## config.mk

```make
export PLATFORM = sky130hd
export DESIGN_NAME = bin_to_gray_counter
export DESIGN_NICKNAME = d
export VERILOG_FILES = /design/src/rtl/bin_to_gray_counter.sv
export SDC_FILE = /design/constraint.sdc
export NUM_CORES = 1
export LEC_CHECK = 0
export BUFFER_PORTS_ARGS = -buffer_cell sky130_fd_sc_hd__buf_2
export CAP_MARGIN = 20
export CORE_MARGIN = 4
export CORE_UTILIZATION = 40
export CTS_BUF_LIST = sky130_fd_sc_hd__clkbuf_8
export DETAILED_ROUTE_END_ITERATION = 6
export PLACE_DENSITY = 0.75
export RECOVER_POWER = 100
export SLEW_MARGIN = 30
export SYNTH_ARGS = -nofsm -noshare
export SYNTH_HDL_FRONTEND = slang
export SYNTH_SLANG_ARGS = --single-unit
```

## constraint.sdc

```tcl
create_clock -name clk -period 4.87 [get_ports clk]
set_clock_uncertainty 0.15 [all_clocks]
set_input_delay 0 -clock clk [delete_from_list [all_inputs] [get_ports clk]]
set_output_delay 0 -clock clk [all_outputs]
set_load 0.05 [all_outputs]
```

## src/rtl/bin_to_gray_counter.sv

```systemverilog
// Up/down binary counter with a registered Gray-coded output and Gray-coded load.
// Optional step-integrity monitor (output step_err) is built when GRAY_STEP_CHECK_EN is defined.
module bin_to_gray_counter #(
    parameter int unsigned N        = 4,
    parameter bit          SATURATE = 1'b0
) (
    input  logic         clk,
    input  logic         rst,
    input  logic         en,
    input  logic         up,
    input  logic         ld,
    input  logic [N-1:0] ld_gray,
    output logic [N-1:0] bin,
    output logic [N-1:0] gray,
    output logic         wrap,
    output logic         at_max,
    output logic         at_min
`ifdef GRAY_STEP_CHECK_EN
    ,
    output logic         step_err
`endif
);

    logic [N-1:0] ld_bin;
    logic [N-1:0] nb;
    logic [N-1:0] ngray;
    logic         nwrap;

    always_comb begin
        ld_bin        = '0;
        ld_bin[N-1]   = ld_gray[N-1];
        for (int unsigned i = N - 1; i > 0; i--) begin
            ld_bin[i-1] = ld_gray[i-1] ^ ld_bin[i];
        end
    end

    always_comb begin
        nb    = bin;
        nwrap = 1'b0;
        if (ld) begin
            nb = ld_bin;
        end else if (en) begin
            if (up) begin
                if (bin == '1) begin
                    if (!SATURATE) begin
                        nb    = '0;
                        nwrap = 1'b1;
                    end
                end else begin
                    nb = bin + 1'b1;
                end
            end else begin
                if (bin == '0) begin
                    if (!SATURATE) begin
                        nb    = '1;
                        nwrap = 1'b1;
                    end
                end else begin
                    nb = bin - 1'b1;
                end
            end
        end
    end

    // Load takes the supplied code verbatim; it equals the encoding of ld_bin.
    assign ngray = ld ? ld_gray : (nb ^ (nb >> 1));

    always_ff @(posedge clk or posedge rst) begin
        if (rst) begin
            bin    <= '0;
            gray   <= '0;
            wrap   <= 1'b0;
            at_max <= 1'b0;
            at_min <= 1'b1;
        end else begin
            bin    <= nb;
            gray   <= ngray;
            wrap   <= nwrap;
            at_max <= (nb == '1);
            at_min <= (nb == '0);
        end
    end

`ifdef GRAY_STEP_CHECK_EN
    logic [N-1:0] gray_prev;
    logic         step_pend;
    logic         sat_pend;
    int unsigned  flips;

    always_comb begin
        flips = 0;
        for (int unsigned i = 0; i < N; i++) begin
            flips = flips + {31'd0, gray[i] ^ gray_prev[i]};
        end
    end

    // Judges the previous edge's step: exactly one flip, or none when it was a saturated hold.
    always_ff @(posedge clk or posedge rst) begin
        if (rst) begin
            gray_prev <= '0;
            step_pend <= 1'b0;
            sat_pend  <= 1'b0;
            step_err  <= 1'b0;
        end else begin
            gray_prev <= gray;
            step_pend <= en && !ld;
            sat_pend  <= en && !ld && (nb == bin);
            if (step_pend && !((flips == 1) || (flips == 0 && sat_pend))) begin
                step_err <= 1'b1;
            end
        end
    end
`endif

endmodule

```

==> flow_summary.json <==
{
  "nets": 109,
  "die_h_um": 48.87,
  "setup_tns_ns": 0,
  "place.gp.congestion": 0.8060,
  "worst_pin_slew_ns": 0.5999,
  "final_util": 0.5495,
  "m1WireLength_um": 575,
  "synth_cell_types": 31,
  "top_layer": "met4",
  "cts_max_level": 1,
  "die_x_um": 48.87,
  "vdd_ir_drop_max_mv": 0.2279,
  "final_cell_mix": "clkbuf_1 (11), dfrtp_1 (9), buf_2 (8), ha_1 (6), dlygate4sd3_1 (6)",
  "crit_type": "flip-flop to flip-flop",
  "num_antenna_cells": 0,
  "hold_buffers": 6,
  "synth-async-reset-ratio": 1.000,
  "ys_warn_count": 0,
  "area_growth_pct": 26.78,
  "clock_latency_ns": 0.24,
  "num_rows": 14,
  "place_inst": 99,
  "via_per_inst": 5.202,
  "via_count": 567,
  "io_pins": 20,
  "antenna_found_initial": 0,
  "seq_area_frac_synth": 0.3764,
  "grt_pass1_vias": 521,
  "port-buffer-count": 19,
  "drt-total-wl_mm": 1.324,
  "synth_nets": 82,
  "start_kind": "flip-flop",
  "p_leak_nw": 0.4059,
  "path_clk_slew_ns": 0.05,
  "ctsResizeCount": 0,
  "core_sq_um": 1541,
  "die_area_sq_um": 2388,
  "grt_util_all_layers": 0.1233,
  "initial_core_util": 0.4334,
  "synthesis.area_sq_um": 668.1,
  "cts_tree": "yes",
  "slew_headroom": 0.6018,
  "startpoint": "bin[0]",
  "final.min_clock_period_ns": 2.324,
  "grt_pass1_wl_mm": 2.318,
  "hold_violations": 0,
  "dpl.hpwl_um": 994,
  "drive_gt1_frac": 0.1613,
  "synth_edf_count": 0,
  "power-per-cell-area_nw_per_um2": 407.5,
  "drc_errors": 0,
  "initialDrtViolationCount": 10,
  "postSynthCellCount": 67,
  "grt_overflow": 0,
  "synthFlopType": "dfrtp_1",
  "grt_max_degree": 16,
  "final_common_cell": "clkbuf_1",
  "worstPathArrival_ns": 2.30,
  "fmax_mhz": 430.3,
  "hold_start": "ld_gray[3]",
  "route.met2.wl_um": 657,
  "fillCellCount": 149,
  "rr_startpoint": "bin[0]",
  "clock_tree.root_cell": "clkbuf_8",
  "outcome": "completed",
  "drtPass1Iterations": 4,
  "avgSynthCellArea_sq_um": 9.972,
  "postSynthRegisterBits": 10,
  "max-clock-path-buffers": 2,
  "wl_met3_um": 80,
  "post_drt_wl_per_cell_um": 12.15,
  "antenna_left": 0,
  "hp-class": "input port to flip-flop",
  "cts_buffers": 3,
  "setup_viol": 0,
  "setup.worst_path.end_class": "flip-flop",
  "critPathMaxFanout": 9,
  "timing.final.crit_share": 0.4772,
  "rsz0062_at_grt": "false",
  "drv_slew": 0,
  "cp.required_ns": 4.84,
  "fin_cells": 109,
  "post-cts-setup-buffer-count": 0,
  "drv_cap": 0,
  "clock-sinks": 10
}
==> registers in the layout, summed over array words and instances, names as in the netlist <==
register  cells
at_min        1
at_max        1
bin           4
gray          3
wrap          1
==> power breakdown <==
part	leakage [nW]	internal (mW)	total [mW]	switching, mW
Combinational	0.259	0.0451	0.147	0.102
Clock	0.0269	0.0550	0.0860	0.0310
Sequential	0.120	0.0983	0.112	0.0136
Total	0.406	0.198	0.345	0.147
==> cells in the mapped netlist (all sizes together), types with 2 or more instances <==
cell type  instances  area, sq um
ha                 6        75.07
buf                3        23.77
xnor2              4        35.03
dfrtp              9        225.2
mux2               2        22.52
o21ai              4        20.02
inv                4        15.01
nand2              5        18.77
nor2               2        7.510
mux2i              4        40.04
and2               3        18.77
a21oi              3        15.01
a21o               2        15.01
==> per-stage QoR <==
| stage | worst slack (ns) | power, mW | hold WS, ns | instance area, sq um |
|---|---|---|---|---|
| global placement | 2.562 | 0.2606 | -0.1594 | 759.5 |
| floorplan | 2.419 | 0.2296 | -0.3105 | 668.1 |
| CTS | 2.518 | 0.3547 | 0.04985 | 864.6 |
| finish | 2.546 | 0.3452 | 0.05634 | 847.1 |
| detailed placement | 2.556 | 0.2622 | -0.1577 | 759.5 |
| global route | 2.382 | 0.3703 | 0.06167 | 847.1 |
==> final cells by class <==
type	count	area, sq um	share of cell area
multi-input combinational	50	374.1	0.4417
clock buffer	3	41.29	0.04874
sequential	10	251.5	0.2969
clock inverter	1	3.754	0.004431
tap	16	20.02	0.02363
inverter	4	15.01	0.01773
timing repair buffer	25	141.4	0.1669
==> cells by family after synthesis <==
kind of cell	Yosys count	synth area share
compound gates	15	0.1442
xor+xnor	4	0.05243
buf+inv	7	0.05804
mux	6	0.09363
simple gates	19	0.1629
fa+ha+maj	6	0.1124
flops	10	0.3764
==> worst paths after layout <==
| check | cells after the start | to | slack [ns] |
|---|---|---|---|
| max | 8 | gray[0] | 2.55 |
| min | 4 | bin[3] | 0.06 |
| max reg2reg | 8 | gray[0] | 2.55 |
| min reg2reg | 2 | gray[1] | 0.64 |
| max in group asynchronous | 3 | at_min | 4.13 |
| min in group asynchronous | 3 | gray[0] | 0.13 |
==> routing by layer <==
layer,GRT usage,up-vias
li1,-,286
met1,0.1588,266
met2,0.1826,12
met3,0.05505,3
met4,0.04036,0
met5,0,-
==> worst max-delay path, cell delays in order, from the launching register on <==
cell and delay (ns):
dfrtp_1 0.47, inv_1 0.07, ha_1 0.31, xnor2_1 0.13, mux2i_1 0.25, nor2_1 0.09, a21o_1 0.19, ha_1 0.29
mux2_2 0.26
Note: power is estimated with default switching activity, not from simulation.
